## src/rtl/cpu_pkg.sv

```systemverilog
// Shared CPU pipeline definitions: datapath widths, writeback select codes and
// writeback FSM states, used by the operand-select and writeback stages.
package cpu_pkg;

   localparam int DATA_W = 16;
   localparam int REG_AW = 3;

   typedef enum logic [1:0] {
      WB_ALU   = 2'b00,
      WB_LOAD  = 2'b01,
      WB_STORE = 2'b10,
      WB_NONE  = 2'b11
   } wb_sel_t;

   typedef enum logic {
      WB_IDLE = 1'b0,
      WB_MEM  = 1'b1
   } wb_state_t;

endpackage

```

## src/rtl/wb_timeout_cnt.sv

```systemverilog
// Memory-wait counter for the writeback stage: counts MEM cycles and flags
// the cycle that is the LIMIT-th wait without a ready.
module wb_timeout_cnt #(
   parameter int LIMIT = 15
) (
   input  logic clk,
   input  logic rst,
   input  logic clr,
   input  logic en,
   output logic expired
);

   logic [7:0] count;

   // NOTE: clocked state is assigned with <= so every register samples the
   // pre-edge values; blocking = here would create order-dependent races.
   always_ff @(posedge clk or negedge rst) begin
      if (!rst) begin
         count <= '0;
      end else if (clr) begin
         count <= '0;
      end else if (en) begin
         count <= count + 8'd1;
      end
   end

   // count holds the number of already-finished wait cycles
   assign expired = en && (count == 8'(LIMIT - 1));

endmodule

```

## src/rtl/reg_writeback.sv

```systemverilog
// Writeback stage: retires ALU results to the register file, runs load/store
// through the data-memory req/ready handshake with timeout, pulses en_out.
module reg_writeback #(
   parameter int DATA_W      = cpu_pkg::DATA_W,
   parameter int REG_AW      = cpu_pkg::REG_AW,
   parameter int MEM_TIMEOUT = 15
) (
   input  logic              clk,
   input  logic              rst,
   input  logic              en_in,
   input  logic [1:0]        wb_sel,
   input  logic [DATA_W-1:0] alu_result,
   input  logic [REG_AW-1:0] rd_addr_in,
   input  logic [DATA_W-1:0] store_data,
   input  logic [DATA_W-1:0] mem_rdata,
   input  logic              mem_ready,
   input  logic              err_clr,
   output logic              mem_req,
   output logic              mem_we,
   output logic [DATA_W-1:0] mem_addr,
   output logic [DATA_W-1:0] mem_wdata,
   output logic              reg_we,
   output logic [REG_AW-1:0] reg_waddr,
   output logic [DATA_W-1:0] reg_wdata,
   output logic              en_out,
   output logic              busy,
   output logic              err_timeout,
   output logic              err_overrun
);

   import cpu_pkg::*;

   wb_state_t         state_q, state_d;
   logic [REG_AW-1:0] rd_q, rd_d;
   logic              mem_req_d, mem_we_d, reg_we_d, en_out_d;
   logic [DATA_W-1:0] mem_addr_d, mem_wdata_d, reg_wdata_d;
   logic [REG_AW-1:0] reg_waddr_d;
   logic              err_timeout_d, err_overrun_d;
   logic              expired;

   wb_timeout_cnt #(.LIMIT(MEM_TIMEOUT)) u_timeout (
      .clk     (clk),
      .rst     (rst),
      .clr     (state_q == WB_IDLE),
      .en      (state_q == WB_MEM),
      .expired (expired)
   );

   // NOTE: every signal gets a default before the case so no path leaves it
   // unassigned, which would otherwise infer a latch.
   always_comb begin
      state_d       = state_q;
      rd_d          = rd_q;
      mem_req_d     = mem_req;
      mem_we_d      = mem_we;
      mem_addr_d    = mem_addr;
      mem_wdata_d   = mem_wdata;
      reg_we_d      = 1'b0;
      reg_waddr_d   = reg_waddr;
      reg_wdata_d   = reg_wdata;
      en_out_d      = 1'b0;
      err_timeout_d = err_clr ? 1'b0 : err_timeout;
      err_overrun_d = err_clr ? 1'b0 : err_overrun;

      case (state_q)
         WB_IDLE: begin
            if (en_in) begin
               case (wb_sel_t'(wb_sel))
                  WB_ALU: begin
                     reg_we_d    = 1'b1;
                     reg_waddr_d = rd_addr_in;
                     reg_wdata_d = alu_result;
                     en_out_d    = 1'b1;
                  end
                  WB_NONE: en_out_d = 1'b1;
                  WB_LOAD, WB_STORE: begin
                     state_d    = WB_MEM;
                     rd_d       = rd_addr_in;
                     mem_req_d  = 1'b1;
                     mem_we_d   = (wb_sel_t'(wb_sel) == WB_STORE);
                     mem_addr_d = alu_result;
                     if (wb_sel_t'(wb_sel) == WB_STORE) mem_wdata_d = store_data;
                  end
               endcase
            end
         end
         WB_MEM: begin
            if (en_in) err_overrun_d = 1'b1;
            // ready on the final wait cycle still completes normally
            if (mem_ready) begin
               state_d   = WB_IDLE;
               mem_req_d = 1'b0;
               en_out_d  = 1'b1;
               if (!mem_we) begin
                  reg_we_d    = 1'b1;
                  reg_waddr_d = rd_q;
                  reg_wdata_d = mem_rdata;
               end
            end else if (expired) begin
               state_d       = WB_IDLE;
               mem_req_d     = 1'b0;
               en_out_d      = 1'b1;
               err_timeout_d = 1'b1;
            end
         end
      endcase
   end

   always_ff @(posedge clk or negedge rst) begin
      if (!rst) begin
         state_q     <= WB_IDLE;
         rd_q        <= '0;
         mem_req     <= 1'b0;
         mem_we      <= 1'b0;
         mem_addr    <= '0;
         mem_wdata   <= '0;
         reg_we      <= 1'b0;
         reg_waddr   <= '0;
         reg_wdata   <= '0;
         en_out      <= 1'b0;
         busy        <= 1'b0;
         err_timeout <= 1'b0;
         err_overrun <= 1'b0;
      end else begin
         state_q     <= state_d;
         rd_q        <= rd_d;
         mem_req     <= mem_req_d;
         mem_we      <= mem_we_d;
         mem_addr    <= mem_addr_d;
         mem_wdata   <= mem_wdata_d;
         reg_we      <= reg_we_d;
         reg_waddr   <= reg_waddr_d;
         reg_wdata   <= reg_wdata_d;
         en_out      <= en_out_d;
         busy        <= (state_d == WB_MEM);
         err_timeout <= err_timeout_d;
         err_overrun <= err_overrun_d;
      end
   end

endmodule

```

## config.mk

```make
export PLATFORM = sky130hd
export DESIGN_NAME = reg_writeback
export DESIGN_NICKNAME = d
export VERILOG_FILES = /design/src/rtl/cpu_pkg.sv /design/src/rtl/wb_timeout_cnt.sv /design/src/rtl/reg_writeback.sv
export SDC_FILE = /design/constraint.sdc
export NUM_CORES = 1
export LEC_CHECK = 0
export BUFFER_PORTS_ARGS = -buffer_cell sky130_fd_sc_hd__buf_4
export CAP_MARGIN = 20
export CORE_UTILIZATION = 50
export DETAILED_ROUTE_END_ITERATION = 7
export PLACE_DENSITY_LB_ADDON = 0.08
export SETUP_SLACK_MARGIN = 0.15
export SLEW_MARGIN = 25
export SYNTH_ARGS = -nofsm -noshare
export SYNTH_HDL_FRONTEND = slang
export SYNTH_HIERARCHICAL = 1
export SYNTH_SLANG_ARGS = --single-unit
```

## constraint.sdc

```tcl
create_clock -name clk -period 2.5 [get_ports clk]
set_clock_uncertainty 0.2 [all_clocks]
set_input_delay 0.75 -clock clk [delete_from_list [all_inputs] [get_ports clk]]
set_output_delay 0.75 -clock clk [all_outputs]
set_load 0.02 [all_outputs]
```

==> reports/results.ini <==
[outcome]
status=finished clean

[clock_tree]
root_buffer=clkbuf_8
holdBufCountCts=0
clockBufferDepth=2
cts-htree-levels=3
cts_setup_buffers=0
insertion_delay_ns=0.34
post_cts_resized=0
cts_tree=done
clock-sinks=69
path_clk_slew_ns=0.07
cts_inserted_buffers=9

[finish]
fill_cells=483
seqCellArea_sq_um=1728
drive_gt1_frac=0.4734
final_util=0.6881
antenna_cells=0
syn_to_final_growth_pct=33.44
nets=434
multi_input_area_sq_um=1386

[logic_synthesis]
synth_nets=319
synthTopCellsByArea=dfrtp_1 (53%), mux2_4 (13%), mux2i_1 (5.8%), a211oi_1 (4.6%), and3_1 (3.7%)
ys.warnings.count=6
yosys.area.top_type=dfrtp_1
synth_top_area_frac=0.5304
netlist_area_sq_um=3256
syn_inst=256
synth.avg_cell_area_sq_um=12.72
yosysUniqueCellTypes=31
ys_seq_elements=69
ys_seq_area_frac=0.5304

[power]
p_leak_nw=2.205
p_sw_mw=1.380
clkPwrFrac=0.192
power_density_nw_per_um2=904.0
switching_share=0.3514
combPwrFrac=0.387
cellInternalPower_mw=2.547
seqPwrFrac=0.421
peakVddDrop_mv=0.4617

[worst_hold_path]
hp-class=input port to asynchronous set/reset pin

[sta]
timing.final.crit_share=0.8790
setup_tns_ns=0
hold_viol=0
rsz0062_at_grt=no
tightest_slew_ns=0.4859
relSlewSlack=0.6761
setup_violations=0
finalMaxSlewViolations=0
max_freq_mhz=455.1
period_needed_ns=2.197

[grt]
antenna_found_initial=0
grt_pass1_vias=2291
grt_usage=0.2243
grt_pass1_wl_mm=11.31
grt-ovfl-total=0
grt_start_max_net_pins=35

[route]
drc_errors=0
postRouteAntennaNets=0
num_vias=2403
wire_per_inst_microns=15.99
wl_mm=7.242
dr.pass1.iters=4
via_per_inst=5.305
drt_iter0_drc=123

[die]
fp.dieH_microns=82.69
die_area_sq_um=6838
ios=116
fp.coreArea_sq_um=6314
die_x_microns=82.69
initial_core_util=0.5157
num_rows=29

[critical_path]
crit_buf_inv=1
crit_fanout=25
crit_path_end_kind=primary output
crit_family=flip-flops
required_ns=1.55
cp.arrival_ns=1.25
max_stage_delay_ns=0.68
path_class=register to primary output
cp_cell_sequence=buf_4
cp_slowest_cell=dfrtp_2
worstSetupStartpointType=register

[run]
drv_cap=0

[placed_design]
place_congestion=0.7941
io_buffers=115
hpwl_mm=4.976

-- state kept, by name, summed over array words and instances (netlist names) --
| name | flops |
|---|---|
| en_out | 1 |
| rd_q | 3 |
| u_timeout/count | 8 |
| mem_req | 1 |
| err_overrun | 1 |
| mem_we | 1 |
| mem_wdata | 16 |
| reg_wdata | 16 |
| state_q | 1 |
| reg_we | 1 |
| err_timeout | 1 |
| mem_addr | 16 |
| reg_waddr | 3 |
-- synth_stat cells, drive strengths merged --
cell / number
xor2: 3
nand4: 4
or4b: 1
nand2b: 1
clkbuf: 9
mux2i: 19
nand3: 2
mux2: 36
nand2: 6
inv: 9
a21boi: 1
and3: 19
or3: 3
nor2: 5
nor3: 1
a21oi: 22
buf: 9
dfrtp: 69
o21ai: 8
ha: 5
nor2b: 2
a211oi: 20
xnor2: 1
o22ai: 1
-- placed cells by master (no fill, tap or decap), types with 2 or more instances in the layout --
cell type / instances
nand3_1: 2
clkbuf_8: 9
clkbuf_1: 2
clkinv_2: 4
nand2_1: 4
dfrtp_1: 68
and3_1: 19
a211oi_1: 20
buf_4: 120
mux2i_1: 19
a21oi_1: 22
nor2_1: 5
o21ai_0: 8
xor2_1: 3
buf_12: 2
inv_1: 9
nand4_1: 3
ha_1: 5
mux2_4: 28
mux2_2: 8
or3_1: 3
-- cell families after synthesis --
kind of cell | after synthesis | share of synthesized area
flops | 69 | 0.5304
mux | 55 | 0.2152
xor+xnor | 4 | 0.01076
fa+ha+maj | 5 | 0.01922
simple gates | 44 | 0.08340
compound gates | 52 | 0.09647
buf+inv | 27 | 0.04458
-- power by group through the flow --
stage                     sequential, mW  clock, mW  combinational (mW)
after floorplan                     1.97          0               0.553
after global placement              1.66          0                1.50
after detailed placement            1.66          0                1.54
after CTS                           1.65      0.779                1.54
after global routing                1.70      0.825                1.63
final                               1.65      0.755                1.52
-- worst paths after layout --
check                                   start      endpoint  slack [ns]  depth (start not counted)
min in group clk                  mem_addr[9]   mem_addr[9]        0.31                          1
min                                       rst  reg_wdata[3]        0.10                          1
min reg2reg                       mem_addr[9]   mem_addr[9]        0.31                          1
max                                   state_q          busy        0.30                          1
max in group asynchronous                 rst       state_q        1.48                          2
max reg2reg                u_timeout/count[0]       mem_req        0.47                          6
-- metal layers --
layer,GRT usage,vias up,share of wire
met5,0,-,0
met4,0.09310,0,0.011
met3,0.05714,6,0.063
met2,0.3525,78,0.48
met1,0.2940,1170,0.44
li1,-,1149,-
-- metrics by stage --
stage | cell area (sq um) | setup WS [ns] | instances | total power [mW] | hold slack, ns
after CTS | 4344 | 0.2792 | 453 | 3.969 | 0.1007
final | 4344 | 0.3026 | 453 | 3.927 | 0.1018
after global routing | 4344 | 0.2451 | 453 | 4.151 | 0.1145
after detailed placement | 4185 | 0.3301 | 437 | 3.202 | 0.2935
after floorplan | 3256 | 0.4640 | 256 | 2.522 | 0.2544
after global placement | 4185 | 0.3463 | 437 | 3.165 | 0.2915
-- worst register-to-register path, stage by stage, from the launching register on --
cell and delay (ns):
dfrtp_1 0.45, inv_1 0.09, ha_1 0.14, or4b_1 0.43
nor3_1 0.27, o21ai_0 0.16, a21boi_0 0.16
-- cell type report --
cell class,count,share of cell area
flip-flops and latches,69,0.3978
multi-input cells,160,0.3191
repair buffers,122,0.2166
clock buffers,11,0.03024
well taps,77,0.02218
inverters,9,0.007776
clock inverters,5,0.006336
Note: power is estimated with default switching activity, not from simulation.
